===== config.mk =====
export PLATFORM = sky130hd
export DESIGN_NAME = plab4_net_ring_switch_ctrl
export DESIGN_NICKNAME = d
export VERILOG_FILES = /design/src/rtl/plab4_net_ring_switch_ctrl.sv
export SDC_FILE = /design/constraint.sdc
export NUM_CORES = 1
export LEC_CHECK = 0
export ABC_CLOCK_PERIOD_IN_PS = 6500
export CAP_MARGIN = 20
export CORE_MARGIN = 5
export CORE_UTILIZATION = 55
export CTS_BUF_LIST = sky130_fd_sc_hd__clkbuf_8
export CTS_CLUSTER_SIZE = 24
export DETAILED_ROUTE_END_ITERATION = 8
export PLACE_DENSITY = 0.95
export SETUP_SLACK_MARGIN = 0.1
export SYNTH_ARGS = -nofsm -noshare
export SYNTH_HDL_FRONTEND = slang
export SYNTH_SLANG_ARGS = --single-unit

===== constraint.sdc =====
create_clock -name clk -period 6.5 [get_ports clk]
set_input_delay 0.65 -clock clk [delete_from_list [all_inputs] [get_ports clk]]
set_output_delay 0.65 -clock clk [all_outputs]
set_load 0.1 [all_outputs]

===== src/rtl/plab4_net_ring_switch_ctrl.sv =====
`default_nettype none
// ============================================================================
// Module : plab4_net_ring_switch_ctrl
// Brief  : Ring-router switch controller: routing, round-robin arbitration,
//          credit flow control and bubble-based injection control.
// Rev    : 1.0
// ============================================================================
module plab4_net_ring_switch_ctrl #(
    parameter int p_srcdest_nbits = 3,
    parameter int p_router_id     = 0,
    parameter int p_num_routers   = 8,
    parameter int p_num_credits   = 2
) (
    input  logic                         clk,
    input  logic                         reset,
    input  logic [2:0]                   in_val,
    input  logic [3*p_srcdest_nbits-1:0] in_dest,
    output logic [2:0]                   in_rdy,
    output logic [2:0]                   out_val,
    input  logic                         out1_rdy,
    input  logic [1:0]                   credit_ret,
    output logic [5:0]                   out_sel,
    output logic                         credit_err
);

    localparam int c_S  = p_srcdest_nbits;
    localparam int c_DW = p_srcdest_nbits + 2;
    localparam int c_CW = $clog2(p_num_credits + 1);

    localparam logic [c_DW-1:0] c_N    = c_DW'(p_num_routers);
    localparam logic [c_DW-1:0] c_ID   = c_DW'(p_router_id);
    localparam logic [c_CW-1:0] c_FULL = c_CW'(p_num_credits);
    localparam logic [c_CW-1:0] c_ONE  = c_CW'(1);
    localparam logic [c_CW-1:0] c_TWO  = c_CW'(2);

    logic [1:0]      r_ptr [3];
    logic [c_CW-1:0] r_credits [2];
    logic            r_credit_err;

    logic [1:0] w_route [3];
    logic [2:0] w_elig  [3];
    logic [1:0] w_gnt   [3];
    logic [2:0] w_any;
    logic [2:0] w_rdy_int;
    logic [2:0] w_xfer;

    // Shortest-path direction; a tie (d == N-d) goes forward.
    function automatic logic [1:0] f_route(input logic [c_S-1:0] dest);
        logic [c_DW-1:0] d;
        d = {2'b00, dest} + c_N - c_ID;
        if (d >= c_N) d = d - c_N;
        if (d == '0)                          return 2'd1;
        else if ({d[c_DW-2:0], 1'b0} > c_N)   return 2'd0;
        else                                  return 2'd2;
    endfunction

    function automatic logic [1:0] f_rot(input logic [1:0] p, input int k);
        logic [2:0] s;
        s = {1'b0, p} + 3'(k);
        if (s >= 3'd3) s = s - 3'd3;
        return s[1:0];
    endfunction

    always_comb begin
        for (int i = 0; i < 3; i++) begin
            w_route[i] = f_route(in_dest[i*c_S +: c_S]);
        end
    end

    // Injection needs two credits so one slot is always left for through traffic.
    always_comb begin
        for (int o = 0; o < 3; o++) begin
            for (int i = 0; i < 3; i++) begin
                if (o == 1)
                    w_elig[o][i] = in_val[i] && (w_route[i] == 2'd1);
                else if (i == 1)
                    w_elig[o][i] = in_val[i] && (w_route[i] == 2'(o))
                                   && (r_credits[o/2] >= c_TWO);
                else
                    w_elig[o][i] = in_val[i] && (w_route[i] == 2'(o))
                                   && (r_credits[o/2] >= c_ONE);
            end
        end
    end

    always_comb begin
        for (int o = 0; o < 3; o++) begin
            w_gnt[o] = 2'd0;
            w_any[o] = 1'b0;
            for (int k = 0; k < 3; k++) begin
                if (!w_any[o] && w_elig[o][f_rot(r_ptr[o], k)]) begin
                    w_gnt[o] = f_rot(r_ptr[o], k);
                    w_any[o] = 1'b1;
                end
            end
        end
    end

    assign w_rdy_int = {1'b1, out1_rdy, 1'b1};

    always_comb begin
        out_val = reset ? w_any : 3'b000;
        w_xfer  = out_val & w_rdy_int;
        for (int o = 0; o < 3; o++) begin
            out_sel[2*o +: 2] = out_val[o] ? w_gnt[o] : 2'b11;
        end
        for (int i = 0; i < 3; i++) begin
            in_rdy[i] = reset && w_any[w_route[i]]
                        && (w_gnt[w_route[i]] == 2'(i))
                        && w_rdy_int[w_route[i]];
        end
    end

    always_ff @(posedge clk or negedge reset) begin
        if (!reset) begin
            for (int o = 0; o < 3; o++) r_ptr[o] <= 2'd0;
        end else begin
            for (int o = 0; o < 3; o++) begin
                if (w_xfer[o]) r_ptr[o] <= (w_gnt[o] == 2'd2) ? 2'd0 : w_gnt[o] + 2'd1;
            end
        end
    end

    // Simultaneous transfer and return cancel out.
    always_ff @(posedge clk or negedge reset) begin
        if (!reset) begin
            r_credits[0] <= c_FULL;
            r_credits[1] <= c_FULL;
            r_credit_err <= 1'b0;
        end else begin
            for (int j = 0; j < 2; j++) begin
                if (w_xfer[2*j] && !credit_ret[j]) begin
                    r_credits[j] <= r_credits[j] - c_ONE;
                end else if (!w_xfer[2*j] && credit_ret[j]) begin
                    if (r_credits[j] == c_FULL) r_credit_err <= 1'b1;
                    else                        r_credits[j] <= r_credits[j] + c_ONE;
                end
            end
        end
    end

    assign credit_err = r_credit_err;

endmodule
`default_nettype wire

==> load_flow_metrics.sql, run 1 <==
INSERT INTO impl_metrics (metric_group, metric, value, unit) VALUES
('timing', 'final_report_hold_violation_count', '0', ''),
('global_route', 'grt_remaining_overflow', '0', ''),
('route', 'routed_wirelength', '3759', 'um'),
('synth', 'ys_top_cells_by_area', 'ha_1, dfrtp_1, inv_1, a2111oi_4, dfstp_2', ''),
('placement', 'placed_area', '1722', 'sq um'),
('finish', 'design_area', '1767', 'sq um'),
('setup_path', 'critical_path.startpoint_type', 'input pin', ''),
('global_route', 'grt_start_max_net_pins', '16', ''),
('floorplan', 'floorplan.io_pins', '30', ''),
('clocking', 'root_buffer', 'clkbuf_8', ''),
('timing', 'clock.fmax', '208.2', 'MHz'),
('synth', 'synth_cell_types', '53', ''),
('clocking', 'htree_levels', '1', ''),
('setup_path', 'regToRegSetupSlack', '3930', 'ps'),
('clocking', 'cts_sinks', '11', ''),
('synth', 'yosysTopAreaCell', 'ha_1', ''),
('setup_path', 'path_cells', 'clkdlybuf4s50_1 > or2_2 > inv_1 > ha_1 > a22oi_2 > maj3_2 > a2111oi_4 > nand3b_1 > a221oi_2 > clkdlybuf4s50_1', ''),
('finish', 'final_nets', '234', ''),
('setup_path', 'worstSetupEndpointType', 'output port', ''),
('synth', 'yosys.area.top_type_share', '17.62', '%'),
('floorplan', 'total_die_area', '3698', 'sq um'),
('timing', 'rsz0062_at_grt', 'no', ''),
('timing', 'finalWorstSetupSlack', '1696', 'ps'),
('timing', 'worst_pin_slew', '980.2', 'ps'),
('floorplan', 'dieWidth', '60.82', 'um'),
('clocking', 'cts_hold_repair.buffers', '0', ''),
('floorplan', 'initial_core_util', '57.32', '%'),
('timing', 'final_setup_vio_count', '0', ''),
('clocking', 'tritoncts.num_buffers', '3', ''),
('clocking', 'cts.repair_timing.setup_buffer_count', '0', ''),
('synth', 'number_of_enable_flip_flop_cells_after_synthesis', '0', ''),
('pwr', 'vdd.ir_drop.worst', '318.5', 'uV'),
('placement', 'port_buffers', '29', ''),
('setup_path', 'crit_path_max_fanout', '4', ''),
('setup_path', 'worst-endpoint-required', '5850', 'ps'),
('setup_path', 'critPathTopFamily', 'buffers and inverters', ''),
('floorplan', 'coreArea', '2477', 'sq um'),
('timing', 'min_period_over_period', '73.90', '%'),
('route', 'drt_first_iter_violations', '75', ''),
('pwr', 'cellPowerDensity', '437.7', 'nW/um^2'),
('setup_path', 'worst-r2r-cell-count', '9', ''),
('route', 'dr_vias', '1419', ''),
('synth', 'asyncSetResetFlopFracSynth', '100.0', '%'),
('setup_path', 'crit_type', 'input pin to output port', ''),
('timing', 'timing.final.crit_period', '4804', 'ps'),
('finish', 'layout-area-overhead-vs-synth', '24.40', '%'),
('global_route', 'grt_antenna_before_repair', '0', ''),
('synth', 'syn_area', '1420', 'sq um'),
('setup_path', 'cp.buffers_inverters', '3', ''),
('global_route', 'grt_pass1_vias', '1456', ''),
('clocking', 'number_of_resized_instances_in_the_post_cts_repair_step', '0', ''),
('floorplan', 'die-height', '60.82', 'um'),
('synth', 'synthTopCellsByCount', 'inv_1, ha_1, dfrtp_1, nand2_1, a21oi_1', ''),
('hold_path', 'timing.hold.worst.start', 'credit_err$_DFF_PN0_', ''),
('setup_path', 'r2r-start', 'r_credits[1]$_DFFE_PN1P_', ''),
('finish', 'fillers', '192', ''),
('hold_path', 'hold_end', 'credit_err$_DFF_PN0_', ''),
('timing', 'drv_slew', '0', ''),
('synth', 'yosys_warnings', '0', ''),
('synth', 'syn-num-nets', '205', ''),
('clocking', 'clock_latency', '240', 'ps'),
('setup_path', 'r2r_end', 'credit_err$_DFF_PN0_', ''),
('placement', 'place_hpwl', '2959', 'um'),
('synth', 'post_synth_inst_count', '168', ''),
('route', 'avgRoutedWirePerCell', '16.63', 'um'),
('setup_path', 'cp_slowest_cell', 'clkdlybuf4s50_1', ''),
('clocking', 'clk_path_buf_depth', '2', ''),
('timing', 'final_skew', '0.4991', 'ps'),
('outcome', 'status', 'complete, no violations', ''),
('synth', 'ys_seq_area_share', '19.56', '%'),
('setup_path', 'worstPathArrival', '4150', 'ps');
-- worst max path at each step --
stage / end / depth (start not counted) / startpoint
6_report: in_rdy[1] / 10 / in_dest[7]
5_1_grt: in_rdy[1] / 10 / in_dest[7]
4_1_cts: in_rdy[1] / 10 / in_dest[7]
3_5_place_dp: in_rdy[1] / 10 / in_dest[7]
3_3_place_gp: in_rdy[1] / 10 / in_dest[7]
2_1_floorplan: out_sel[3] / 7 / in_dest[7]
-- state kept, by name (all words and copies together), names as in the netlist --
name	count
credit_err	1
r_credits	4
r_ptr	6
-- stage by stage --
stage | util [%] | cells
after floorplan | - | 168
after global placement | 69.49 | 222
after detailed placement | 69.49 | 222
after CTS | 71.31 | 226
after global routing | 71.31 | 226
final | 71.31 | 226
-- routing by layer --
metal | global-route usage, % | vias to the layer above | routed length, um
met4 | 10.84 | 0 | 97
met1 | 25.55 | 649 | 1552
met2 | 39.54 | 72 | 1867
met5 | 0 | - | 0
li1 | - | 682 | -
met3 | 5.106 | 16 | 242
-- logic make-up (layout without fill, tap and decap cells) --
family          count (synthesis)  count (layout)  synth area share, %
compound gates                 51              51                29.52
buf+inv                        30              58                8.458
fa+ha+maj                      22              22                19.12
xor+xnor                        2               2                1.234
simple gates                   50              50                20.53
mux                             2               2                1.586
flops                          11              11                19.56
-- where the power goes --
part           internal (W)  leakage (nW)  switching (W)
Clock             0.0000418        0.0269      0.0000303
Sequential         0.000104         0.125      0.0000216
Combinational      0.000203         0.631       0.000372
-- final cells by class --
cell class | instances | area, sq um | area share [%]
Multi-Input combinational cell | 127 | 1022 | 57.86
Timing Repair Buffer | 29 | 290.3 | 16.43
Sequential cell | 11 | 277.8 | 15.72
Inverter | 25 | 93.84 | 5.312
Clock buffer | 3 | 41.29 | 2.337
Tap cell | 30 | 37.54 | 2.125
Clock inverter | 1 | 3.754 | 0.2125
-- cell usage in the layout, fill, tap and decap left out, types with 2 or more instances in the layout --
cell / count
clkdlybuf4s50_1: 29
inv_1: 26
ha_1: 20
nand2_1: 9
dfrtp_1: 9
a21oi_1: 8
o211ai_1: 5
nand3_1: 5
nor3_1: 5
o21ai_0: 5
nand3b_1: 4
nor2_1: 4
or2_2: 4
a31oi_1: 4
a211oi_1: 3
nor2b_1: 3
clkbuf_8: 3
and3b_2: 2
nand2b_1: 2
o2bb2ai_1: 2
and3_1: 2
o2111ai_1: 2
or3_1: 2
a2111oi_4: 2
a21boi_0: 2
nor4_1: 2
o311a_1: 2
o22ai_1: 2
xnor2_1: 2
mux2_2: 2
dfstp_2: 2
Power figures use the tool's default switching activity.
==> inputs of run 2 (changes only) <==
Settings changed: ABC_CLOCK_PERIOD_IN_PS 6500 to 4550, CORE_UTILIZATION 55 to 53.
Clock period 6.5 ns to 4.55 ns, I/O delays scaled along.
==> load_flow_metrics.sql, run 2 (synthesis results as in run 1) <==
INSERT INTO impl_metrics (metric_group, metric, value, unit) VALUES
('outcome', 'status', 'complete, no violations', ''),
('pwr', 'cellPowerDensity', '632.1', 'nW/um^2'),
('timing', 'rsz0062_at_grt', 'no', ''),
('finish', 'most-common-layout-cells', 'inv_1, ha_1, clkdlybuf4s50_1', ''),
('finish', 'final-seq-area', '277.8', 'sq um'),
('global_route', 'grt_pass1_wl', '6196', 'um'),
('timing', 'hold-worst-slack', '513.5', 'ps'),
('route', 'post-route-drc-count', '0', ''),
('setup_path', 'crit_type', 'input pin to output port', ''),
('setup_path', 'critPathTopFamily', 'buffers and inverters', ''),
('pwr', 'cellLeakagePower', '0.7962', 'nW'),
('route', 'post_drt_via_cell_ratio', '6.273', ''),
('floorplan', 'initial_core_util', '56.30', '%'),
('timing', 'timing.final.crit_period', '3656', 'ps'),
('clocking', 'worst_setup_hold_path_clk_slew', '60', 'ps'),
('timing', 'min_period_over_period', '80.35', '%'),
('setup_path', 'worst-endpoint-required', '4090', 'ps'),
('route', 'ant_nets', '0', ''),
('floorplan', 'dieWidth', '61.77', 'um'),
('setup_path', 'critical-path-max-stage-delay', '990', 'ps'),
('setup_path', 'critical_path.startpoint_type', 'input pin', ''),
('clocking', 'cts_sinks', '11', ''),
('run', 'timing.max_cap.violations', '0', ''),
('route', 'avgRoutedWirePerCell', '16.74', 'um'),
('finish', 'layout-area-overhead-vs-synth', '23.00', '%'),
('setup_path', 'worstSetupEndpointType', 'output port', ''),
('clocking', 'clock_latency', '250', 'ps'),
('clocking', 'tritoncts.num_buffers', '3', ''),
('finish', 'final_common_cell', 'inv_1', ''),
('finish', 'antenna_cells_inserted', '0', ''),
('global_route', 'grt_antenna_before_repair', '0', ''),
('timing', 'final_report_hold_violation_count', '0', ''),
('route', 'first_pass_iters', '5', ''),
('global_route', 'grt_start_max_net_pins', '16', ''),
('route', 'drt_first_iter_violations', '111', ''),
('placement', 'place_congestion', '0.9093', ''),
('floorplan', 'total_die_area', '3815', 'sq um'),
('timing', 'worst_pin_slew', '966.9', 'ps'),
('timing', 'final.setup.tns', '0', 'ps'),
('clocking', 'htree_levels', '1', ''),
('timing', 'final_setup_vio_count', '0', ''),
('finish', 'final_nets', '235', ''),
('pwr', 'combPwrFrac', '74.6', '%'),
('setup_path', 'cp.buffers_inverters', '3', ''),
('clocking', 'number_of_resized_instances_in_the_post_cts_repair_step', '0', ''),
('finish', 'multi_input_area', '1022', 'sq um'),
('route', 'routed_wirelength', '3800', 'um'),
('global_route', 'grt_remaining_overflow', '0', ''),
('placement', 'place_hpwl', '3039', 'um'),
('timing', 'relative_slew_slack', '35.34', '%'),
('clocking', 'clk_path_buf_depth', '2', ''),
('clocking', 'cts_hold_repair.buffers', '0', ''),
('clocking', 'root_buffer', 'clkbuf_8', ''),
('clocking', 'tritoncts', 'done', ''),
('pwr', 'internal-power', '0.0004927', 'W'),
('hold_path', 'min-delay-path-class', 'input pin to asynchronous set/reset pin', ''),
('placement', 'placed_area', '1702', 'sq um'),
('global_route', 'groute.usage.overall', '21.75', '%'),
('finish', 'design_area', '1747', 'sq um'),
('timing', 'clock.fmax', '273.5', 'MHz'),
('floorplan', 'coreArea', '2522', 'sq um'),
('finish', 'register_ranked_first_by_flip_flop_count', 'r_ptr', ''),
('pwr', 'sequentialPowerShare', '16.4', '%'),
('clocking', 'cts.repair_timing.setup_buffer_count', '0', ''),
('pwr', 'vdd.ir_drop.worst', '407.9', 'uV'),
('timing', 'drv_slew', '0', ''),
('global_route', 'grt_pass1_vias', '1408', ''),
('setup_path', 'cp_slowest_cell', 'clkdlybuf4s50_1', ''),
('setup_path', 'path_cells', 'clkdlybuf4s50_1 > or2_2 > ha_1 > o211ai_1 > a31oi_1 > o211ai_1 > inv_1 > clkdlybuf4s50_1', ''),
('pwr', 'pwr-share-clk', '9.0', '%'),
('setup_path', 'crit_path_max_fanout', '5', ''),
('pwr', 'total_switching_power', '0.0006115', 'W'),
('finish', 'fillers', '202', ''),
('finish', 'stdcell_count', '227', ''),
('setup_path', 'worstPathArrival', '3200', 'ps'),
('timing', 'final_skew', '10.97', 'ps'),
('route', 'dr_vias', '1424', ''),
('floorplan', 'fp-row-count', '18', ''),
('placement', 'place.detailed.instances', '223', ''),
('floorplan', 'die-height', '61.77', 'um'),
('floorplan', 'floorplan.io_pins', '30', ''),
('placement', 'port_buffers', '29', ''),
('pwr', 'power_switching_share', '55.38', '%'),
('finish', 'flip_flop_count_of_the_largest_register_after_layout', '6', ''),
('finish', 'fraction_of_final_layout_cells_sized_beyond_drive_strength_1', '16.75', '%');
==> run 2: area by class of cell <==
cell class / instances / share of cell area [%]
Clock inverter: 1 / 0.2149
Inverter: 25 / 5.372
Sequential cell: 11 / 15.90
Multi-Input combinational cell: 127 / 58.52
Clock buffer: 3 / 2.364
Tap cell: 30 / 2.149
Timing Repair Buffer: 30 / 15.47
==> run 2: final timing paths <==
kind,endpoint,from,depth (start not counted),slack (ps)
min in group clk,credit_err$_DFF_PN0_,credit_err$_DFF_PN0_,1,520
worst min register to register,credit_err$_DFF_PN0_,credit_err$_DFF_PN0_,1,520
worst min-delay path,r_ptr[5]$_DFFE_PN0N_,reset,2,510
worst max register to register,credit_err$_DFF_PN0_,r_credits[1]$_DFFE_PN1P_,9,1930
worst max-delay path,out_val[0],in_dest[4],8,890
max in group asynchronous,r_credits[1]$_DFFE_PN1P_,reset,2,3780
==> run 2: power by group through the flow <==
stage                     clock network (W)  registers (W)  logic, W
after global placement                    0       0.000176  0.000767
after detailed placement                  0       0.000181  0.000809
final                             0.0000997       0.000181  0.000824
after global routing               0.000105       0.000185  0.000894
after CTS                          0.000102       0.000179  0.000819
after floorplan                           0       0.000172  0.000655
==> run 2: through the flow <==
step | utilization [%] | power (W) | setup slack (ps)
finish | 69.25 | 0.001104 | 894.0
global route | 69.25 | 0.001184 | 783.8
CTS | 69.25 | 0.001100 | 910.3
detailed placement | 67.46 | 0.0009895 | 941.9
global placement | 67.46 | 0.0009430 | 1022
floorplan | - | 0.0008269 | 129.7
==> run 2: worst reg2reg max path: stages, from the launching register on <==
cell	delay, ps
dfstp_2	580
inv_1	60
ha_1	210
and3b_2	280
nand2b_1	160
o2bb2ai_1	120
and3_1	360
ha_1	260
nor2b_1	90
a221o_1	360
==> run 2: metal layers <==
metal | track usage [%] | vias to the layer above | wire [um]
li1 | - | 678 | -
met2 | 38.42 | 59 | 1934
met4 | 7.879 | 0 | 70
met1 | 26.30 | 678 | 1552
met3 | 3.926 | 9 | 241
met5 | 0 | - | 0
==> patch: new RTL, flow settings as in run 2 <==
Put one more register stage on the output `credit_err`. The value now appears one clock later. The other outputs are not delayed to match.
--- a/src/rtl/plab4_net_ring_switch_ctrl.sv
+++ b/src/rtl/plab4_net_ring_switch_ctrl.sv
@@ -141,3 +141,5 @@
 
-    assign credit_err = r_credit_err;
+    always_ff @(posedge clk) begin
+        credit_err <= r_credit_err;
+    end
 
Formal check against the unedited RTL: not equivalent (Yosys sat finds a counterexample within 4 cycles, from zero or initial values and one cycle with reset low).
==> patch against run 2 <==
Die area increased by 1.8%. Design area increased by 2.2%. Sequential cell count increased by 1. Routed wire length decreased by 9.1%. Utilization decreased by 2.8 points. Register-to-register slack got worse by 250 ps. Critical path type unchanged. Worst hold slack got worse by 140 ps. Setup slack got worse by 4.4 ps. Critical path depth increased by 2. Combinational power decreased by 6.1%. Total power decreased by 2.6%. Fmax decreased by 0.12%. Synthesized area increased by 2.1%.
==> patch: results (changes against run 2) <==
status:
  status: "completed"
global_routing:
  grt_pass1_wl_microns: 5730  # -7.5%
  grt_max_degree: 15  # -1
  grt_pass1_vias: 1270  # -9.8%
route:
  avgRoutedWirePerCell_microns: 15.3  # -8.7%
  drt_wl_total_microns: 3450  # -9.1%
synthesis:
  async_reset_ff_frac: 0.917  # -0.0833
  yosysSeqAreaShare: 0.205  # +0.00975
  synth-xor-area-share: 0.0121  # -0.000255
  synthTopCellsByCount: "26 x inv_1, 20 x ha_1, 12 x nand2_1, 9 x dfrtp_1, 7 x a21oi_1"
  synthDistinctLibCells: 58  # +9.4%
  synthTopCellsByArea: "ha_1 17%, dfrtp_1 16%, inv_1 6.7%, dfstp_2 3.6%, nand2_1 3.1%"
  synth-adder-area-share: 0.203  # +0.0116
critical_path:
  crit_fanout: 8  # +3
  worst_path_max_delay_cell: "a211oi_2"
  crit_family: "compound AO/OA/AOI/OAI gates"
  arrival_ps: 3210  # about the same
timing:
  clock_skew_ps: 3.77  # -7.20 ps
  max_slew.worst_pin.slew_ps: 960  # -7.34 ps
pwr:
  ir_drop_mv: 0.456  # +12%
  sw_frac_of_total: 0.534  # -0.0202
placement:
  place_hpwl_microns: 2690  # -11%
  dp.cells: 222  # -0.45%
  placed_cell_area_sq_um: 1730  # +1.7%
  dp_slack_ps: 900  # -41.6 ps
layout:
  layout-drive-gt1-share: 0.195  # +0.0274
-- patch: changes by cell type after synthesis, sizes merged, moves of 3 or more --
cell,before,now
a211oi,3,6
a31oi,4,1
nand2,9,13
nand3,5,2
o211ai,5,1
o21ai,5,2
-- patch: layout make-up --
| cell class | instances | area, sq um |
|---|---|---|
| timing repair buffer | 30 | 268 |
| fill | 202 | 901 |
| clock buffer | 4 | 55.1 |
| inverter | 26 | 97.6 |
| multi-input combinational | 123 | 1030 |
| tap | 31 | 38.8 |
| sequential | 12 | 298 |
-- patch: power groups by stage --
stage          combinational, W  sequential [W]  clock [W]
2_1_floorplan          0.000631        0.000175          0
3_3_place_gp           0.000749        0.000179          0
3_5_place_dp           0.000765        0.000182          0
4_1_cts                0.000769        0.000181   0.000121
5_1_grt                0.000837        0.000186   0.000128
6_report               0.000774        0.000180   0.000121
-- patch: routing by layer --
metal  vias to the layer above  share of wire  GRT usage  wire length, microns
li1                        660              -          -                     -
met1                       631           0.41      0.210                  1430
met2                        58           0.50      0.307                  1710
met3                        10          0.069     0.0270                   237
met4                         0          0.022     0.0663                    75
met5                         -              0          0                     0
-- patch: path summary, 6_finish.rpt --
| check | start | slack (ps) | cells after the start | end |
|---|---|---|---|---|
| worst max-delay path | in_dest[4] | 890 | 10 | in_rdy[1] |
| worst min-delay path | r_credit_err$_DFF_PN0_ | 370 | 0 | credit_err$_DFF_P_ |
| worst max register to register | r_credits[1]$_DFFE_PN1P_ | 1680 | 9 | r_credits[1]$_DFFE_PN1P_ |
| worst min register to register | r_credit_err$_DFF_PN0_ | 370 | 0 | credit_err$_DFF_P_ |
| max in group asynchronous | reset | 3800 | 2 | r_credits[1]$_DFFE_PN1P_ |
| min in group asynchronous | reset | 510 | 2 | r_ptr[5]$_DFFE_PN0N_ |
